==> src/rtl/ex_pkg.sv <==
// Shared types and constants for the THCO-MIPS execute stage.
// The optional divider is enabled by defining EX_DIV_EN; see ex_multicycle.sv.
package ex_pkg;

   localparam int ALU_OP_W = 4;

   // Operation codes presented by decode; 4'hF is deliberately unassigned.
   typedef enum logic [ALU_OP_W-1:0] {
      OP_NOP  = 4'd0,
      OP_ADD  = 4'd1,
      OP_SUB  = 4'd2,
      OP_AND  = 4'd3,
      OP_OR   = 4'd4,
      OP_NOT  = 4'd5,
      OP_SLL  = 4'd6,
      OP_SRL  = 4'd7,
      OP_SRA  = 4'd8,
      OP_SLT  = 4'd9,
      OP_SLTU = 4'd10,
      OP_CMP  = 4'd11,
      OP_MUL  = 4'd12,
      OP_DIV  = 4'd13,
      OP_REM  = 4'd14
   } alu_op_t;

   // Iterative unit state.
   typedef enum logic [1:0] {
      ST_IDLE = 2'd0,
      ST_BUSY = 2'd1,
      ST_DONE = 2'd2
   } fsm_state_t;

   // Operation selector for the iterative unit.
   typedef enum logic [1:0] {
      MD_MUL = 2'd0,
      MD_DIV = 2'd1,
      MD_REM = 2'd2
   } md_op_t;

   localparam int ZeroWord = 0;

endpackage

==> src/rtl/ex_muldiv_iter.sv <==
// Iterative signed multiply / divide / remainder unit.
// Operands are converted to magnitudes on start, one shift-add or restoring
// subtract step runs per BUSY cycle, and the sign is restored while in DONE.
// The divide path exists only when EX_DIV_EN is defined.
module ex_muldiv_iter import ex_pkg::*; #(
   parameter int DATA_W = 16
) (
   input  logic              clk,
   input  logic              rst,
   input  logic              start,
   input  md_op_t            op,
   input  logic [DATA_W-1:0] op1,
   input  logic [DATA_W-1:0] op2,
   input  logic              flush,
   output logic              busy,
   output logic              done,
   output logic [DATA_W-1:0] result,
   output logic              dbz,
   output fsm_state_t        state
);

   localparam int CNT_W = $clog2(DATA_W + 1);

   logic [CNT_W-1:0]  cnt;
   md_op_t            op_q;
   logic [DATA_W-1:0] a_q;    // MUL: shifting multiplicand; DIV/REM: divisor
   logic [DATA_W-1:0] b_q;    // MUL: shifting multiplier;   DIV/REM: dividend -> quotient
   logic [DATA_W-1:0] acc_q;  // MUL: product;               DIV/REM: partial remainder
   logic              neg_q;  // result (product or quotient) must be negated
   logic              dbz_q;
   logic [DATA_W-1:0] a_nxt, b_nxt, acc_nxt;
   logic [DATA_W-1:0] mag1, mag2;
`ifdef EX_DIV_EN
   logic              neg_rem_q;  // remainder takes the dividend's sign
   logic [DATA_W:0]   rtmp, rdiff;
`endif

   assign mag1 = op1[DATA_W-1] ? -op1 : op1;
   assign mag2 = op2[DATA_W-1] ? -op2 : op2;

   // One iteration step computed from the current working registers.
   always_comb begin
      a_nxt   = a_q;
      b_nxt   = b_q;
      acc_nxt = acc_q;
`ifdef EX_DIV_EN
      rtmp    = '0;
      rdiff   = '0;
`endif
      if (op_q == MD_MUL) begin
         if (b_q[0]) acc_nxt = acc_q + a_q;
         a_nxt = a_q << 1;
         b_nxt = b_q >> 1;
      end
`ifdef EX_DIV_EN
      else begin
         rtmp  = {acc_q, b_q[DATA_W-1]};
         rdiff = rtmp - {1'b0, a_q};
         if (rtmp >= {1'b0, a_q}) begin
            acc_nxt = rdiff[DATA_W-1:0];
            b_nxt   = {b_q[DATA_W-2:0], 1'b1};
         end else begin
            acc_nxt = rtmp[DATA_W-1:0];
            b_nxt   = {b_q[DATA_W-2:0], 1'b0};
         end
      end
`endif
   end

   // Control FSM with the step counter and working registers.
   always_ff @(posedge clk or negedge rst) begin
      if (!rst) begin
         state <= ST_IDLE;
         cnt   <= '0;
         op_q  <= MD_MUL;
         a_q   <= '0;
         b_q   <= '0;
         acc_q <= '0;
         neg_q <= 1'b0;
         dbz_q <= 1'b0;
`ifdef EX_DIV_EN
         neg_rem_q <= 1'b0;
`endif
      end else begin
         case (state)
            ST_IDLE: begin
               if (start && !flush) begin
                  op_q  <= op;
                  dbz_q <= 1'b0;
                  cnt   <= CNT_W'(DATA_W);
                  if (op == MD_MUL) begin
                     a_q   <= mag1;
                     b_q   <= mag2;
                     acc_q <= '0;
                     neg_q <= op1[DATA_W-1] ^ op2[DATA_W-1];
                     state <= ST_BUSY;
                  end
`ifdef EX_DIV_EN
                  else if (op2 == '0) begin
                     // Quotient all ones, remainder is the raw dividend.
                     a_q       <= '0;
                     b_q       <= '1;
                     acc_q     <= op1;
                     neg_q     <= 1'b0;
                     neg_rem_q <= 1'b0;
                     dbz_q     <= 1'b1;
                     state     <= ST_DONE;
                  end else begin
                     a_q       <= mag2;
                     b_q       <= mag1;
                     acc_q     <= '0;
                     neg_q     <= op1[DATA_W-1] ^ op2[DATA_W-1];
                     neg_rem_q <= op1[DATA_W-1];
                     state     <= ST_BUSY;
                  end
`endif
               end
            end
            ST_BUSY: begin
               if (flush) begin
                  state <= ST_IDLE;
                  cnt   <= '0;
               end else begin
                  a_q   <= a_nxt;
                  b_q   <= b_nxt;
                  acc_q <= acc_nxt;
                  cnt   <= cnt - 1'b1;
                  if (cnt == CNT_W'(1)) state <= ST_DONE;
               end
            end
            ST_DONE: state <= ST_IDLE;
            default: state <= ST_IDLE;
         endcase
      end
   end

   // Sign correction of the finished result; zero outside DONE.
   always_comb begin
      result = '0;
      if (state == ST_DONE) begin
         case (op_q)
            MD_MUL:  result = neg_q ? -acc_q : acc_q;
`ifdef EX_DIV_EN
            MD_DIV:  result = neg_q ? -b_q : b_q;
            MD_REM:  result = neg_rem_q ? -acc_q : acc_q;
`endif
            default: result = '0;
         endcase
      end
   end

   assign busy = (state == ST_BUSY);
   assign done = (state == ST_DONE);
   assign dbz  = done & dbz_q;

endmodule

==> src/rtl/ex_multicycle.sv <==
// Execute stage: combinational ALU plus an iterative mul/div unit that stalls
// upstream while it runs. Define EX_DIV_EN to implement DIV/REM; otherwise
// they decode as undefined codes (result 0, no stall).
module ex_multicycle import ex_pkg::*; #(
   parameter int DATA_W     = 16,
   parameter int REG_ADDR_W = 4,
   parameter int SHAMT_W    = 3
) (
   input  logic                  clk,
   input  logic                  rst,
   input  logic [ALU_OP_W-1:0]   aluOp_i,
   input  logic [DATA_W-1:0]     operand1_i,
   input  logic [DATA_W-1:0]     operand2_i,
   input  logic                  wReg_i,
   input  logic [REG_ADDR_W-1:0] wRegAddr_i,
   input  logic                  flush_i,
   output logic [DATA_W-1:0]     wData_o,
   output logic                  wReg_o,
   output logic [REG_ADDR_W-1:0] wRegAddr_o,
   output logic                  stallReq_o,
   output logic                  divByZero_o
);

   alu_op_t           op;
   logic              is_multi;
   md_op_t            md_op;
   logic              md_busy, md_done, md_dbz;
   logic [DATA_W-1:0] md_result;
   fsm_state_t        md_state;
   logic [SHAMT_W-1:0] s_field;
   logic [SHAMT_W:0]  shamt;
   logic [DATA_W-1:0] alu_res;
   logic              stall_req;

   assign op      = alu_op_t'(aluOp_i);
   assign s_field = operand2_i[SHAMT_W-1:0];
   // A zero field means a full 2^SHAMT_W shift.
   assign shamt   = {(s_field == '0), s_field};

   // Decode which codes go to the iterative unit.
   always_comb begin
      is_multi = 1'b0;
      md_op    = MD_MUL;
      case (op)
         OP_MUL: is_multi = 1'b1;
`ifdef EX_DIV_EN
         OP_DIV: begin is_multi = 1'b1; md_op = MD_DIV; end
         OP_REM: begin is_multi = 1'b1; md_op = MD_REM; end
`endif
         default: ;
      endcase
   end

   // Single-cycle ALU.
   always_comb begin
      alu_res = DATA_W'(ZeroWord);
      case (op)
         OP_ADD:  alu_res = operand1_i + operand2_i;
         OP_SUB:  alu_res = operand1_i - operand2_i;
         OP_AND:  alu_res = operand1_i & operand2_i;
         OP_OR:   alu_res = operand1_i | operand2_i;
         OP_NOT:  alu_res = ~operand1_i;
         OP_SLL:  alu_res = operand1_i << shamt;
         OP_SRL:  alu_res = operand1_i >> shamt;
         OP_SRA:  alu_res = $signed(operand1_i) >>> shamt;
         OP_SLT:  alu_res = DATA_W'($signed(operand1_i) < $signed(operand2_i));
         OP_SLTU: alu_res = DATA_W'(operand1_i < operand2_i);
         OP_CMP:  alu_res = DATA_W'(operand1_i != operand2_i);
         default: alu_res = DATA_W'(ZeroWord);
      endcase
   end

   ex_muldiv_iter #(.DATA_W(DATA_W)) u_muldiv (
      .clk    (clk),
      .rst    (rst),
      .start  (is_multi),
      .op     (md_op),
      .op1    (operand1_i),
      .op2    (operand2_i),
      .flush  (flush_i),
      .busy   (md_busy),
      .done   (md_done),
      .result (md_result),
      .dbz    (md_dbz),
      .state  (md_state)
   );

   // Stall while a multi-cycle op is being accepted or iterating.
   assign stall_req = !flush_i && ((md_state == ST_IDLE && is_multi) || md_busy);

   // Output mux: reset forces zeros, stall inserts a bubble, flush kills writeback.
   always_comb begin
      wData_o     = DATA_W'(ZeroWord);
      wReg_o      = 1'b0;
      wRegAddr_o  = '0;
      stallReq_o  = 1'b0;
      divByZero_o = 1'b0;
      if (rst) begin
         wRegAddr_o = wRegAddr_i;
         stallReq_o = stall_req;
         if (md_done) begin
            wData_o     = md_result;
            divByZero_o = md_dbz;
            wReg_o      = wReg_i & ~flush_i;
         end else if (!stall_req) begin
            wData_o = alu_res;
            wReg_o  = wReg_i & ~flush_i;
         end
      end
   end

endmodule

==> config.mk <==
export PLATFORM = sky130hd
export DESIGN_NAME = ex_multicycle
export DESIGN_NICKNAME = d
export VERILOG_FILES = /design/src/rtl/ex_pkg.sv /design/src/rtl/ex_muldiv_iter.sv /design/src/rtl/ex_multicycle.sv
export SDC_FILE = /design/constraint.sdc
export NUM_CORES = 1
export LEC_CHECK = 0
export BUFFER_PORTS_ARGS = -buffer_cell sky130_fd_sc_hd__buf_2
export CAP_MARGIN = 5
export CORE_MARGIN = 1
export CORE_UTILIZATION = 60
export DETAILED_ROUTE_END_ITERATION = 12
export PLACE_DENSITY = 0.8
export SETUP_SLACK_MARGIN = 0.15
export SLEW_MARGIN = 20
export SYNTH_ARGS = -nofsm -noshare
export SYNTH_HDL_FRONTEND = slang
export SYNTH_SLANG_ARGS = --single-unit
==> constraint.sdc <==
create_clock -name clk -period 3.6 [get_ports clk]
set_input_delay 0 -clock clk [delete_from_list [all_inputs] [get_ports clk]]
set_output_delay 0 -clock clk [all_outputs]
set_load 0.05 [all_outputs]
### Word-level counts from Yosys, hierarchy flattened

Index checks and enable logic that the tools add are counted.

| operators by class | value |
|---|---|
| add/sub/neg operators | 7 |
| reduce and logical (&&, ||, !) cells | 13 |
| magnitude comparators | 2 |
| bitwise operators | 6 |
| equal/unequal tests | 20 |
| shift operators | 3 |
| muxes and demuxes | 30 |

Operator list:

| kind | count |
|---|---|
| $mux W16 | 13 |
| $pmux W16 S11 | 1 |
| $pmux W16 S2 | 3 |
| $neg A16 Y16 | 3 |
| $add A16 B16 Y16 | 2 |
| $lt A16 B16 Y1 | 2 |
| $eq A4 B4 Y1 const B | 5 |
| $and A16 B16 Y16 | 1 |
| $eq A4 B3 Y1 const B | 4 |
| $ne A16 B16 Y1 | 1 |
| $not A16 Y16 | 1 |
| $or A16 B16 Y16 | 1 |
| $shl A16 B4 Y16 | 1 |
| $shr A16 B4 Y16 | 1 |
| $sshr A16 B4 Y16 | 1 |
| $sub A16 B16 Y16 | 1 |
| $mux W5 | 2 |
| $pmux W5 S2 | 1 |
| $eq A4 B2 Y1 const B | 2 |
| $mux W2 | 3 |
| $reduce_and A2 Y1 | 3 |
| $eq A5 B1 Y1 const B | 1 |
| $mux W1 | 5 |
| $sub A5 B1 Y5 const B | 1 |
| 19 further kinds | 22 |

| word-level totals | value |
|---|---|
| flip-flop bits (word level) | 56 |
| output and inout port bits | 23 |
| input port bits | 44 |
| word-level logic and storage cells | 87 |

### Logic depth before layout (Yosys ltp)

Gate-level depths: netlist of the first run.

| logic depth | value |
|---|---|
| depth in word-level cells | 8 |
| mapped depth | 13 |
| gate-level depth less buffers | 12 |

### By module

From an unflattened synthesis of the first run, not the netlist that was laid out.

| unflattened totals | value |
|---|---|
| cells, all modules | 1151 |
| area, all modules | 8505.7 um^2 |

Modules (own cells, without submodules):

| module | instances | cells each | sequential area each (um^2) | area an instance (um^2) |
|---|---|---|---|---|
| ex_muldiv_iter | 1 | 523 | 1451.4 | 4287.9 |
| ex_multicycle | 1 | 628 | 0.0 | 4217.8 |

### Worst setup path before layout of the first run

No wires, ideal clock.

| timing path | value |
|---|---|
| path type | in2out |
| start | input operand2_i[2] |
| end | output wData_o[11] |
| path buffers | 3 |
| slack | 365 ps |
| cell stages on the path | 12 |
| arrival time | 3235 ps |
| required time | 3600 ps |
| cell sequence | buf_4 > inv_1 > buf_1 > ha_1 > buf_2 > a21o_1 > a31o_2 > a31oi_2 > nand3b_1 > and3_1 > o32ai_1 > o21ai_0 |

| between the ends | value |
|---|---|
| longest elaborated chain between the ends | 6 |
| elaborated cells on any way between the ends | 10 |
| those cells by class | add/sub: 2; shift: 3; mux: 4; reduce/logical: 1 |

Ends and longest elaborated chain:

| what | RTL line | source |
|---|---|---|
| start, declared | ex_multicycle.sv:13 | `input logic [DATA_W-1:0] operand2_i,` |
| parallel branches: the longest is 2 deep, another holds $sub A16 B16 Y16 | n/a |  |
| $pmux W16 S11 (*) | ex_multicycle.sv:57 | `case (op)` |
| $mux W16 (*) | ex_multicycle.sv:105 | `end else if (!stall_req) begin` |
| $mux W16 (*) | ex_multicycle.sv:101 | `if (md_done) begin` |
| $mux W16 (*) | ex_multicycle.sv:98 | `if (rst) begin` |
| end, declared | ex_multicycle.sv:17 | `output logic [DATA_W-1:0] wData_o,` |

Every way passes the cells marked *.

### Final worst setup path of the first run

| timing path | value |
|---|---|
| start | input operand2_i[0] |
| end | output wData_o[10] |

Same word-level chain as after synthesis.

==> flow_summary.yaml, run 1 <==
worst_setup_path:
  cpMostUsedCell: "buf_2"
  regToRegEndpoint: "u_muldiv.acc_q[14]"
  critPathSlowestCell: "a211oi_1"
  cp_max_fo: 18
  crit_family: "compound AO/OA/AOI/OAI gates"
  r2r_setup_slack_ns: 0.57
  crit_path_max_incr_delay_ns: 0.45
  required_ns: 3.60
  crit_path_end_kind: "output port"
  r2r_cells: 10
  cp_cell_sequence: "buf_2 -> ha_1 -> inv_1 -> fa_1 -> nand2b_1 -> a21oi_1 -> o31a_1 -> o41a_1 -> a221oi_2 -> o211ai_1 -> a211oi_1 -> o22ai_1 -> buf_2"
  crit_buf_inv: 3
  arrival_ns: 3.16
  setup.worst_path.start_class: "input port"
  rr_startpoint: "u_muldiv.acc_q[0]"
  path_class: "input port to output port"
  crit_start: "operand2_i[0]"
floorplanning:
  initial_utilization_pct: 62.51
  core-area_um2: 12770
  die_h_um: 117.4
  row_count: 41
  ioPinCount: 67
  dieArea_um2: 13770
  chipWidth_um: 117.4
power:
  switching_share_pct: 44.82
  power.switching_w: 0.001219
  peakVddDrop_mv: 0.3932
  seqPwrFrac_pct: 33.0
  power_frac_comb_pct: 47.1
  p_leak_nw: 3.846
  internal_power_w: 0.001501
  p_per_area_nw_per_um2: 320.5
  clkPwrFrac_pct: 19.9
grt:
  grt_max_degree: 66
  grt_pass1_vias: 7907
  track_usage_pct: 40.45
  grt_remaining_overflow: 0
  antenna_found_initial: 1
  grt_pass1_wl_mm: 43.30
timing:
  min_period_ns: 3.164
  hold_violations: 0
  rsz0062_at_grt: "no"
  finalWorstSetupSlack_ns: 0.4360
  tns_ns: 0
  setup_viol: 0
  period_share_pct: 87.89
  worst_slew_pin_slew_ns: 0.8902
  maxClockFrequency_ghz: 0.3161
  slew_violations: 0
  finClkSkew_ns: 0.01439
  relSlewSlack_pct: 40.49
logic_synthesis:
  synth-edff-count: 0
  synth_top_family_by_area: "compound AO/OA/AOI/OAI gates"
  synth_fa_ha_area_share_pct: 12.50
  postSynthAreaPerCell_um2: 7.442
  syn_area_um2: 7985
  yosys_warnings: 0
  synth_cells: 1073
  synth_mux_area_share_pct: 6.863
  ys_seq_elements: 56
  synth-simple-area-share_pct: 19.55
  synth_ff_type: "dfrtp_1"
  synth_compound_area_share_pct: 30.48
  synth_nets: 1195
  synth-xor-area-share_pct: 5.594
  yosysUniqueCellTypes: 88
  async_flop_share_pct: 100.0
  seq_area_frac_synth_pct: 17.55
final_layout:
  layout_commonest_cell: "nand2_1"
  areaGrowthSynthToFinish_pct: 6.283
  antenna_cells: 0
  final_nets: 1211
  finalInstanceArea_um2: 8487
  layout-drive-gt1-share_pct: 12.02
  mostFrequentLayoutCells: "nand2_1 (116), a21oi_1 (110), nor2_1 (93)"
cts:
  path_clk_slew_ns: 0.08
  cts_resized: 0
  cts_made_buffers: 5
  cts_tree: "built"
  clock-root-buffer: "clkbuf_16"
  cts.path.max_buffers: 2
  cts-htree-levels: 2
  cts_sinks: 56
  insertion_delay_ns: 0.32
  cts_setup_buffers: 0
drt:
  drtPass1Iterations: 8
  drt_iter0_markers: 1276
  route.detailed.drc: 0
  routedWlPerCell_um: 22.25
  antenna_left: 0
  vias: 8562
  routed_wl_mm: 28.08
  drt-vias-per-instance: 6.784
placed_design:
  io_buffers: 65
  gp_congestion: 1.051
  placed_cell_area_um2: 8313
  dp_slack_ns: 0.5249
  dp_hpwl_mm: 21.37
run:
  drv_cap: 0
min_path:
  hold_path_class: "input port to async pin"
run_status:
  status: "complete, no violations"
[logic make-up (layout without fill, tap and decap cells)]
group                    after synthesis  count (layout)
AO/OA/AOI/OAI                        379             379
AND/OR/NAND/NOR                      333             333
buffers and inverters                137             154
adder cells (fa/ha/maj)               78              78
flip-flops                            56              56
XOR/XNOR                              51              51
multiplexers                          38              38
other                                  1               1
[worst max-delay path by stage]
| stage | depth (start not counted) | to |
|---|---|---|
| finish | 13 | wData_o[10] |
| floorplan | 12 | wData_o[11] |
| global route | 10 | wData_o[4] |
| detailed placement | 13 | wData_o[10] |
| global placement | 13 | wData_o[10] |
| CTS | 13 | wData_o[10] |
[power groups by stage]
stage | logic [W] | registers (W) | clock network, W
final | 0.00128 | 0.000897 | 0.000542
after global routing | 0.00140 | 0.000911 | 0.000571
after CTS | 0.00125 | 0.000894 | 0.000554
after detailed placement | 0.00124 | 0.000906 | 0
after floorplan | 0.000930 | 0.000851 | 0
after global placement | 0.00122 | 0.000902 | 0
[cell type report]
type                            instances  area [um2]
Multi-Input combinational cell        880        6011
Fill cell                            1160        4287
Sequential cell                        56        1401
Timing Repair Buffer                   84       473.0
Inverter                               62       232.7
Tap cell                              172       215.2
Clock buffer                            5       125.1
Clock inverter                          3       28.78
[per-layer routing]
metal  track usage (%)  vias to the layer above  routed length, um
met4             17.21                        0               1167
li1                  -                     3934                  -
met1             54.58                     3995              11720
met3             10.94                       86               3270
met2             60.50                      547              11920
met5                 0                        -                  0
[synthesized netlist by cell type, types with 5 or more instances]
library cell,number,area [um2]
nor2b_1,7,43.79
o221ai_1,5,43.79
o22ai_1,27,168.9
xnor2_1,38,332.8
nor3_1,26,130.1
nand3_1,20,100.1
a211oi_1,20,150.1
nand4_1,8,50.05
buf_4,10,75.07
nand2_1,116,435.4
a21o_1,13,97.59
o21ai_0,92,460.4
buf_1,6,22.52
o31ai_1,17,127.6
xor2_1,13,113.9
nand2b_1,10,62.56
nor4_1,5,31.28
and2_1,10,62.56
o41ai_1,7,61.31
buf_2,13,65.06
a22o_1,6,52.55
o211ai_1,11,82.58
and3_1,7,43.79
o32ai_1,6,52.55
a221oi_1,5,43.79
a211o_1,5,43.79
clkbuf_1,41,153.9
nor2_1,93,349.1
dfrtp_1,56,1401
a21oi_1,110,550.5
or3_1,8,50.05
ha_1,75,938.4
mux4_2,13,292.8
mux2i_1,21,210.2
inv_1,60,225.2
[sequential cells by signal, summed over array words and instances (netlist names)]
register        count
u_muldiv.state      2
u_muldiv.cnt        5
u_muldiv.acc_q     16
u_muldiv.neg_q      1
u_muldiv.a_q       16
u_muldiv.b_q       16
[timing repair]
action / in CTS / in global routing
hold endpoints to repair: 5 / 0
hold buffers: 2 / 0
setup endpoints to repair: 0 / 0
[through the flow]
stage                     hold WS (ns)  power, W  util [%]  cells
after floorplan                -0.2956  0.001781         -   1073
after global placement         -0.1353  0.002121     65.08   1252
after detailed placement       -0.1372  0.002145     65.08   1252
after CTS                      0.06164  0.002697     66.44   1262
after global routing           0.09155  0.002878     66.44   1262
final                          0.06113  0.002720     66.44   1262
No activity file was read; power rests on OpenSTA's default activity.
==> run 2, diff against run 1 <==
==> constraint.sdc (replaced) <==
create_clock -name clk -period 3.6 [get_ports clk]
set_input_delay 0.36 -clock clk [delete_from_list [all_inputs] [get_ports clk]]
set_output_delay 0.36 -clock clk [all_outputs]
set_load 0.05 [all_outputs]
==> run 2 against run 1 <==
Compared with the run above: core utilization increased by 3.1 points; register-to-register slack improved by 0.04 ns; design area increased by 4.7%; setup slack got worse by 0.32 ns; critical endpoint unchanged.
==> flow_summary.yaml, run 2 (synthesis gave the netlist of run 1 again) <==
final_layout:
  mostFrequentLayoutCells: "nand2_1 (116), a21oi_1 (107), nor2_1 (93)"
  fill_cells: 1126
  top_regs: "u_muldiv.a_q (16), u_muldiv.acc_q (16), u_muldiv.b_q (16)"
  final_nets: 1246
  antenna_cells: 0
  layout-drive-gt1-share_pct: 16.44
  layout_commonest_cell: "nand2_1"
  areaGrowthSynthToFinish_pct: 11.31
worst_setup_path:
  crit_family: "compound AO/OA/AOI/OAI gates"
  cp_cell_sequence: "buf_8 -> inv_4 -> ha_4 -> inv_2 -> fa_2 -> nand2b_1 -> a21oi_2 -> o31a_1 -> o41a_1 -> a221oi_2 -> o211ai_1 -> a211oi_2 -> o22ai_2 -> buf_6"
  setup.worst_path.start_class: "input port"
  rr_startpoint: "u_muldiv.acc_q[0]"
  regToRegEndpoint: "u_muldiv.acc_q[14]"
  crit_path_max_incr_delay_ns: 0.46
  crit_buf_inv: 4
  r2r_cells: 10
  required_ns: 3.24
  r2r_setup_slack_ns: 0.61
  path_class: "input port to output port"
  crit_path_end_kind: "output port"
  arrival_ns: 3.12
  cp_max_fo: 3
  critPathSlowestCell: "o41a_1"
power:
  p_leak_nw: 4.032
  peakVddDrop_mv: 0.3161
  p_per_area_nw_per_um2: 314.7
  totalPowerFinal_w: 0.002797
min_path:
  hold_path_class: "input port to register"
  whs_endpoint: "u_muldiv.cnt[4]"
  whs_path_depth: 2
  hold_start: "flush_i"
timing:
  maxClockFrequency_ghz: 0.2872
  slew_violations: 0
  rsz0062_at_grt: "yes"
  hold_violations: 0
  setup_viol: 0
  relSlewSlack_pct: 51.42
  min_period_ns: 3.482
  finClkSkew_ns: 0.01041
  period_share_pct: 96.72
  tns_ns: 0
  worst_slew_pin_slew_ns: 0.7270
floorplanning:
  initial_utilization_pct: 62.51
  row_count: 41
  ioPinCount: 67
  core-area_um2: 12770
  chipWidth_um: 117.4
  die_h_um: 117.4
  dieArea_um2: 13770
drt:
  route.detailed.drc: 0
  routed_wl_mm: 28.81
  drt-vias-per-instance: 6.765
  drtPass1Iterations: 8
  drt_iter0_markers: 1213
  routedWlPerCell_um: 22.21
  antenna_left: 0
  vias: 8774
cts:
  insertion_delay_ns: 0.32
  cts-htree-levels: 2
  cts_tree: "built"
  cts_sinks: 56
  clock-root-buffer: "clkbuf_16"
  cts_made_buffers: 5
  cts.path.max_buffers: 2
  path_clk_slew_ns: 0.08
grt:
  antenna_found_initial: 0
  use_met2_pct: 61.61
  use_met3_pct: 9.047
  grtUsageMet1_pct: 57.73
  track_usage_pct: 41.29
  grt_pass1_vias: 8118
  grt_busiest_layer: "met2"
  grt_remaining_overflow: 0
  grt_pass1_wl_mm: 44.52
  grt_max_degree: 65
placed_design:
  gp_congestion: 1.045
  dp_hpwl_mm: 22.45
  io_buffers: 65
run_status:
  status: "complete, no violations"
run:
  drv_cap: 0
==> run 2: changes by cell type in the layout (fill, tap and decap cells not counted), moves of 3 or more <==
cell,delta
buf_2,-7
buf_4,+37
buf_6,+3
o22ai_1,-3
a21oi_1,-3
o22ai_2,+3
==> run 2: area by class of cell <==
cell class	count	area (um2)	area share (%)
Multi-Input combinational cell	880	6113	68.78
Sequential cell	56	1401	15.77
Timing Repair Buffer	119	769.5	8.657
Inverter	62	235.2	2.646
Tap cell	172	215.2	2.421
Clock buffer	5	125.1	1.408
Clock inverter	3	28.78	0.3238
==> run 2: stage by stage <==
step                      utilization [%]  instance area, um2  hold WS (ns)  setup slack [ns]  instances
after global placement              67.31                8598        0.2506            0.1575       1286
after floorplan                         -                8023       0.06441            0.1556       1073
final                               69.59                8889        0.3396            0.1182       1297
after CTS                           68.64                8767        0.3397            0.1738       1295
after global routing                69.59                8889        0.3498           0.05725       1297
after detailed placement            67.31                8598        0.2546            0.1123       1286
==> run 2: metal layers <==
metal	up-vias	routed length, um
met5	-	0
met4	0	1173
met3	81	3357
met2	539	12340
met1	4140	11940
li1	4014	-
==> run 2: worst max-delay path by stage <==
| stage | from | end | slack, ns | depth (start not counted) |
|---|---|---|---|---|
| final | operand1_i[0] | wData_o[10] | 0.12 | 14 |
| after global routing | operand1_i[0] | wData_o[10] | 0.06 | 14 |
| after CTS | operand1_i[0] | wData_o[8] | 0.17 | 14 |
| after detailed placement | operand1_i[0] | wData_o[10] | 0.11 | 14 |
| after global placement | operand1_i[0] | wData_o[10] | 0.16 | 14 |
| after floorplan | operand1_i[9] | wData_o[15] | 0.16 | 12 |
==> run 2: repair_timing <==
item,in CTS,in global routing
hold buffers,1,0
cloned,0,0
gates resized for setup,1,32
hold endpoints to repair,7,0
setup endpoints to repair,1,11
pin swaps,0,10
setup buffers,0,2
==> run 2: power by group <==
group	switching [W]	internal (W)
Combinational	0.000845	0.000518
Clock	0.000268	0.000269
Sequential	0.000138	0.000759
Total	0.00125	0.00155
